### src/rtl/div_sequencer_pkg.sv
// rtl/div_sequencer_pkg.sv - RV32M divide encodings, widths and FSM state type
package div_sequencer_pkg;

   localparam int XLEN = 32;

   localparam logic [6:0] OPC_RTYPE = 7'b0110011;
   localparam logic [6:0] F7_MULDIV = 7'b0000001;

   localparam logic [2:0] F3_DIV  = 3'b100;
   localparam logic [2:0] F3_DIVU = 3'b101;
   localparam logic [2:0] F3_REM  = 3'b110;
   localparam logic [2:0] F3_REMU = 3'b111;

   typedef enum logic [1:0] {
      DS_IDLE = 2'd0,
      DS_BUSY = 2'd1,
      DS_DONE = 2'd2
   } div_state_t;

endpackage

### src/rtl/div_sequencer_if.sv
// rtl/div_sequencer_if.sv - EX-stage fields in, stall/result out for the divider
interface div_sequencer_if;
   import div_sequencer_pkg::*;

   logic [6:0]      opcode_EX;
   logic [2:0]      funct3_EX;
   logic [6:0]      funct7_EX;
   logic [XLEN-1:0] rs1_data_EX;
   logic [XLEN-1:0] rs2_data_EX;
   logic            flush_EX;
   logic            stall_EX;
   logic            div_valid;
   logic [XLEN-1:0] result_EX;

   // pipeline side
   modport master (
      output opcode_EX, funct3_EX, funct7_EX, rs1_data_EX, rs2_data_EX, flush_EX,
      input  stall_EX, div_valid, result_EX
   );

   // divider side
   modport slave (
      input  opcode_EX, funct3_EX, funct7_EX, rs1_data_EX, rs2_data_EX, flush_EX,
      output stall_EX, div_valid, result_EX
   );

endinterface

### src/rtl/div_sequencer_div_step.sv
// rtl/div_sequencer_div_step.sv - one combinational restoring-division iteration
module div_step
   import div_sequencer_pkg::*;
#(
   parameter int W = XLEN
) (
   input  logic [W-1:0] rem_i,
   input  logic [W-1:0] quo_i,
   input  logic [W-1:0] divisor_i,
   output logic [W-1:0] rem_o,
   output logic [W-1:0] quo_o
);

   logic [W:0] shifted;
   logic [W:0] diff;
   logic       ge;

   // rem_i < divisor always holds, so the trial difference fits in W bits
   // when there is no borrow and its top bit is a clean borrow flag
   always_comb begin
      shifted = {rem_i, quo_i[W-1]};
      diff    = shifted - {1'b0, divisor_i};
      ge      = ~diff[W];
      rem_o   = ge ? diff[W-1:0] : shifted[W-1:0];
      quo_o   = {quo_i[W-2:0], ge};
   end

endmodule

### src/rtl/div_sequencer.sv
// rtl/div_sequencer.sv - multi-cycle DIV/DIVU/REM/REMU controller for the EX stage
module div_sequencer
   import div_sequencer_pkg::*;
(
   input  logic           clk,
   input  logic           reset,
   div_sequencer_if.slave ex
);

   localparam int CNT_W = $clog2(XLEN) + 1;

   localparam logic [1:0] ST_IDLE = DS_IDLE;
   localparam logic [1:0] ST_BUSY = DS_BUSY;
   localparam logic [1:0] ST_DONE = DS_DONE;

   localparam logic [XLEN-1:0] INT_MIN = {1'b1, {(XLEN-1){1'b0}}};
   localparam logic [CNT_W-1:0] LAST_STEP = CNT_W'(XLEN - 1);

   logic [1:0]       state_q, state_d;
   logic [CNT_W-1:0] cnt_q, cnt_d;
   logic [XLEN-1:0]  rem_q, rem_d;
   logic [XLEN-1:0]  quo_q, quo_d;
   logic [XLEN-1:0]  dvs_q, dvs_d;
   logic [XLEN-1:0]  res_q, res_d;
   logic             neg_q, neg_d;
   logic             sel_rem_q, sel_rem_d;

   logic             is_div, is_signed, a_neg, b_neg, div_zero, ovf;
   logic [XLEN-1:0]  a_abs, b_abs, step_rem, step_quo, fin_val, fin_res;

   // decode and operand conditioning, only meaningful while IDLE
   always_comb begin
      is_div    = (ex.opcode_EX == OPC_RTYPE) && (ex.funct7_EX == F7_MULDIV) && ex.funct3_EX[2];
      is_signed = ~ex.funct3_EX[0];
      a_neg     = is_signed & ex.rs1_data_EX[XLEN-1];
      b_neg     = is_signed & ex.rs2_data_EX[XLEN-1];
      a_abs     = a_neg ? -ex.rs1_data_EX : ex.rs1_data_EX;
      b_abs     = b_neg ? -ex.rs2_data_EX : ex.rs2_data_EX;
      div_zero  = (ex.rs2_data_EX == '0);
      ovf       = is_signed && (ex.rs1_data_EX == INT_MIN) && (ex.rs2_data_EX == '1);
   end

   div_step #(.W(XLEN)) u_step (
      .rem_i     (rem_q),
      .quo_i     (quo_q),
      .divisor_i (dvs_q),
      .rem_o     (step_rem),
      .quo_o     (step_quo)
   );

   // final value is taken from the last step's output so DONE can present it directly
   always_comb begin
      fin_val = sel_rem_q ? step_rem : step_quo;
      fin_res = neg_q ? -fin_val : fin_val;
   end

   // FSM next state, operand latching and iteration datapath
   always_comb begin
      state_d   = state_q;
      cnt_d     = cnt_q;
      rem_d     = rem_q;
      quo_d     = quo_q;
      dvs_d     = dvs_q;
      res_d     = res_q;
      neg_d     = neg_q;
      sel_rem_d = sel_rem_q;
      case (state_q)
         ST_IDLE: begin
            if (is_div) begin
               dvs_d     = b_abs;
               quo_d     = a_abs;
               rem_d     = '0;
               cnt_d     = '0;
               sel_rem_d = ex.funct3_EX[1];
               neg_d     = ex.funct3_EX[1] ? a_neg : (a_neg ^ b_neg);
               if (div_zero) begin
                  // special results bypass the sign fix-up
                  res_d   = ex.funct3_EX[1] ? ex.rs1_data_EX : '1;
                  state_d = ST_DONE;
               end else if (ovf) begin
                  res_d   = ex.funct3_EX[1] ? '0 : INT_MIN;
                  state_d = ST_DONE;
               end else begin
                  state_d = ST_BUSY;
               end
            end
         end
         ST_BUSY: begin
            rem_d = step_rem;
            quo_d = step_quo;
            cnt_d = cnt_q + 1'b1;
            if (cnt_q == LAST_STEP) begin
               res_d   = fin_res;
               state_d = ST_DONE;
            end
         end
         ST_DONE: state_d = ST_IDLE;
         default: state_d = ST_IDLE;
      endcase
      // an aborted instruction must never leave a result behind
      if (ex.flush_EX) begin
         state_d = ST_IDLE;
         res_d   = res_q;
      end
   end

   // state registers with synchronous reset
   always_ff @(posedge clk) begin
      if (reset) begin
         state_q   <= ST_IDLE;
         cnt_q     <= '0;
         rem_q     <= '0;
         quo_q     <= '0;
         dvs_q     <= '0;
         res_q     <= '0;
         neg_q     <= 1'b0;
         sel_rem_q <= 1'b0;
      end else begin
         state_q   <= state_d;
         cnt_q     <= cnt_d;
         rem_q     <= rem_d;
         quo_q     <= quo_d;
         dvs_q     <= dvs_d;
         res_q     <= res_d;
         neg_q     <= neg_d;
         sel_rem_q <= sel_rem_d;
      end
   end

   // pipeline hold and result qualification
   always_comb begin
      ex.stall_EX  = ~ex.flush_EX & (((state_q == ST_IDLE) & is_div) | (state_q == ST_BUSY));
      ex.div_valid = ~ex.flush_EX & (state_q == ST_DONE);
      ex.result_EX = res_q;
   end

endmodule

### src/flat_wrapper.sv
// flat-port wrapper written by rule: the top's interface ports become plain ports
module div_sequencer_flat import div_sequencer_pkg::*;
  (clk, reset, ex_opcode_EX, ex_funct3_EX, ex_funct7_EX, ex_rs1_data_EX, ex_rs2_data_EX, ex_flush_EX, ex_stall_EX, ex_div_valid, ex_result_EX);
  div_sequencer_if ex_i ();
  input  logic clk;
  input  logic reset;
  input wire logic [$bits(ex_i.opcode_EX)-1:0] ex_opcode_EX;
  input wire logic [$bits(ex_i.funct3_EX)-1:0] ex_funct3_EX;
  input wire logic [$bits(ex_i.funct7_EX)-1:0] ex_funct7_EX;
  input wire logic [$bits(ex_i.rs1_data_EX)-1:0] ex_rs1_data_EX;
  input wire logic [$bits(ex_i.rs2_data_EX)-1:0] ex_rs2_data_EX;
  input wire logic [$bits(ex_i.flush_EX)-1:0] ex_flush_EX;
  output wire logic [$bits(ex_i.stall_EX)-1:0] ex_stall_EX;
  output wire logic [$bits(ex_i.div_valid)-1:0] ex_div_valid;
  output wire logic [$bits(ex_i.result_EX)-1:0] ex_result_EX;
  assign ex_i.opcode_EX = ex_opcode_EX;
  assign ex_i.funct3_EX = ex_funct3_EX;
  assign ex_i.funct7_EX = ex_funct7_EX;
  assign ex_i.rs1_data_EX = ex_rs1_data_EX;
  assign ex_i.rs2_data_EX = ex_rs2_data_EX;
  assign ex_i.flush_EX = ex_flush_EX;
  assign ex_stall_EX = ex_i.stall_EX;
  assign ex_div_valid = ex_i.div_valid;
  assign ex_result_EX = ex_i.result_EX;
  div_sequencer u_core (.clk(clk), .reset(reset), .ex(ex_i));
endmodule
### config.mk
export PLATFORM = sky130hd
export DESIGN_NAME = div_sequencer_flat
export DESIGN_NICKNAME = d
export VERILOG_FILES = /design/src/rtl/div_sequencer_pkg.sv /design/src/rtl/div_sequencer_if.sv /design/src/rtl/div_sequencer_div_step.sv /design/src/rtl/div_sequencer.sv /design/src/flat_wrapper.sv
export SDC_FILE = /design/constraint.sdc
export NUM_CORES = 1
export LEC_CHECK = 0
export ABC_AREA = 1
export ABC_CLOCK_PERIOD_IN_PS = 5200
export BUFFER_PORTS_ARGS = -buffer_cell sky130_fd_sc_hd__buf_2
export CORE_MARGIN = 8
export CORE_UTILIZATION = 46
export DETAILED_ROUTE_END_ITERATION = 12
export PLACE_DENSITY = 0.61
export SYNTH_ARGS = -nofsm -noshare
export SYNTH_HDL_FRONTEND = slang
export SYNTH_SLANG_ARGS = --single-unit
### constraint.sdc
create_clock -name clk -period 5.2 [get_ports clk]
set_input_delay 1.04 -clock clk [delete_from_list [all_inputs] [get_ports clk]]
set_output_delay 1.04 -clock clk [all_outputs]
set_load 0.05 [all_outputs]
==> out/metrics.yaml <==
holdPathStages: 2
clock_latency_ps: 440
wire_per_inst_um: 18.79
timing.final.crit_share_pct: 75.50
cts_hold_buf: 0
synth_cell_types: 54
avgSynthCellArea_sq_um: 5.890
post_cts_resized: 0
p_per_area_mw_per_mm2: 187.8
ir_worst_vdd_uv: 160.9
crit_family: "simple AND/OR/NAND/NOR gates"
port_buffers: 117
drt-vias-per-instance: 5.520
path_buf_inv: 1
period_minus_slack_ps: 3926
dr.pass1.iters: 5
synth_edf_count: 0
r2r_end: "u_core.ex.result_EX[8]$_SDFFE_PP0P_"
synth_cells: 1999
fp.dieH_um: 176.0
drtIter0Drc: 1456
rr_startpoint: "u_core.dvs_q[21]$_SDFFE_PP0P_"
yosys-top-cells-count: "nand2_1, inv_1, nor2_1"
crit_chain: "inv_1, ha_1, nand2_1, nor2_1, nand2_1, nor2_1, nand2_4, nand2_2, nand2_4, nand2_4, nand2_1, nand3_1, nand2_1, ha_1, nand2_1, nor2_2, nand2_1, nand2_1, xnor2_1, nand2_1, nand3_1, a21oi_1"
syn-num-nets: 2121
fin_skew_ps: 17.97
worst_path_max_delay_cell: "dfxtp_1"
ios: 118
drv_slew: 0
path_clk_slew_ps: 70
fin_util_pct: 52.23
p_leak_nw: 6.408
ys_top_cells_by_area: "dfxtp_1, nand2_1, inv_1"
post-synth-top-count-cell: "nand2_1"
dpl_worst_slack_ps: 934.3
root_buffer: "clkbuf_16"
synth.largest_area_cell: "dfxtp_1"
rows: 58
worstHoldPathType: "register to register"
tns_ps: 0
setup.worst_path.end_class: "register"
grt_first_pass_wirelength_um: 69570
hold_viol: 0
rrSetupSlack_ps: 1270
synth_flop_cell: "dfxtp_1"
cp.required_ps: 5480
drc_errors: 0
async_flop_share_pct: 0
cp_common_cell: "nand2_1"
whs_endpoint: "u_core.cnt_q[5]$_SDFFE_PP0P_"
max_freq_mhz: 254.7
place_congestion: 1.022
drv_cap: 0
clock_path_buffers: 2
vias: 13340
worst_slew_margin_rel_pct: 40.31
reg2regPathDepth: 22
synth_seq_area_share_pct: 23.46
crit_fanout: 34
cts_tree: "done"
final_nets: 2196
cts_made_buffers: 17
grt-ovfl-total: 0
worst_hold_slack_ps: 467.2
cpPeakStageDelay_ps: 420
core-area_sq_mm: 0.02518
syn_area_sq_mm: 0.01178
yosysWarnings: 0
ant_nets: 0
dpl_cell_area_sq_mm: 0.01258
synth_top_area_share_pct: 23.46
ys_ff_latch: 138
setup_viol: 0
antenna_cells: 0
initial_core_util_pct: 46.76
routed_wirelength_um: 45430
worstSetupStartpointType: "register"
antenna_found_initial: 0
worst_pin_slew_ps: 894.4
critical_path_class: "register to register"
critPathArrivalTime_ps: 4210
grt_max_degree: 66
grt_pass1_vias: 12030
status: "complete, no violations"
die_x_um: 176.0
final_area_sq_mm: 0.01315
dieArea_sq_mm: 0.03097
htreeDepth: 4
hpwl_um: 35440
grt_usage_pct: 28.81
grt_setup_unrepaired: "no"
min_from: "u_core.cnt_q[5]$_SDFFE_PP0P_"
setup_slack_ps: 1274
postCtsSetupBuffers: 0
cts.sinks: 138
layout-drive-gt1-share_pct: 14.04
area_growth_pct: 11.70
[layer usage]
metal	routed length (um)	up-vias	part of all wire, %	global-route usage (%)
li1	-	6590	-	-
met1	21070	6117	46	41.88
met2	19360	585	43	42.74
met3	4126	51	9.1	5.554
met4	871	0	1.9	7.312
met5	0	-	0	0
[metrics by stage]
step,power [mW],std cells
floorplan,1.170,1999
global placement,1.258,2385
detailed placement,1.259,2385
CTS,2.479,2417
global route,2.546,2417
finish,2.470,2417
[cell families (layout without fill, tap and decap cells)]
kind of cell | after synthesis | in the layout | share of synthesized area (%)
buffers and inverters | 361 | 449 | 11.91
and+or+nand+nor | 1037 | 1037 | 39.17
AOI/OAI and AO/OA | 382 | 382 | 18.16
xor gates and xnor gates | 43 | 43 | 3.198
adders and majority gates | 38 | 38 | 4.102
DFF | 138 | 138 | 23.46
[worst max-delay path by stage]
stage,to,cells after the start,slack [ps],startpoint
final,u_core.ex.result_EX[8]$_SDFFE_PP0P_,22,1270,u_core.dvs_q[21]$_SDFFE_PP0P_
after global routing,u_core.ex.result_EX[18]$_SDFFE_PP0P_,16,900,ex_rs2_data_EX[0]
after CTS,u_core.ex.result_EX[24]$_SDFFE_PP0P_,27,1330,u_core.quo_q[31]$_SDFFE_PP0P_
after detailed placement,u_core.ex.result_EX[20]$_SDFFE_PP0P_,15,930,ex_rs2_data_EX[0]
after global placement,u_core.ex.result_EX[4]$_SDFFE_PP0P_,17,1050,ex_rs2_data_EX[0]
after floorplan,u_core.ex.result_EX[31]$_SDFFE_PP0P_,11,1790,ex_funct7_EX[1]
[cell usage in the layout (no fill, tap or decap), types with 27 or more instances in the layout]
cell type  netlist  layout
ha_1            37      37
nand2_1        560     560
dfxtp_1        138     138
nand4_1         27      27
nor2_1         173     171
nand3_1        122     121
nand2_2         47      47
buf_2            8     116
o21ai_0        114     114
a21oi_1        159     159
xor2_1          29      29
inv_1          268     268
[registers in the layout, indices dropped and copies added (netlist names)]
signal / count
u_core.sel_rem_q: 1
u_core.ex.result_EX: 32
u_core.cnt_q: 6
u_core.neg_q: 1
u_core.dvs_q: 32
u_core.rem_q: 32
u_core.quo_q: 32
u_core.state_q: 2
[worst reg2reg max path: cells and delay by family, from the launching register on]
family,cells,cell delay [ps]
flops,1,420
fa+ha+maj,2,640
simple gates,17,2410
compound gates,1,80
buf+inv,1,100
xor+xnor,1,150
[area by class of cell]
type	instances	area [sq um]
clock buffers	17	425.4
clock inverters	15	151.4
fillers	2679	12030
inverters	285	1070
multi-input cells	1500	7630
flip-flops and latches	138	2763
well taps	330	412.9
repair buffers	132	700.7
[where the power goes]
| part | leakage (nW) | total [mW] | internal [mW] | switching, mW |
|---|---|---|---|---|
| logic | 5.02 | 0.183 | 0.0580 | 0.125 |
| registers | 1.11 | 1.06 | 1.06 | 0.0000144 |
| clock network | 0.280 | 1.23 | 0.676 | 0.555 |
| total | 6.41 | 2.47 | 1.79 | 0.680 |
Power figures use the tool's default switching activity.
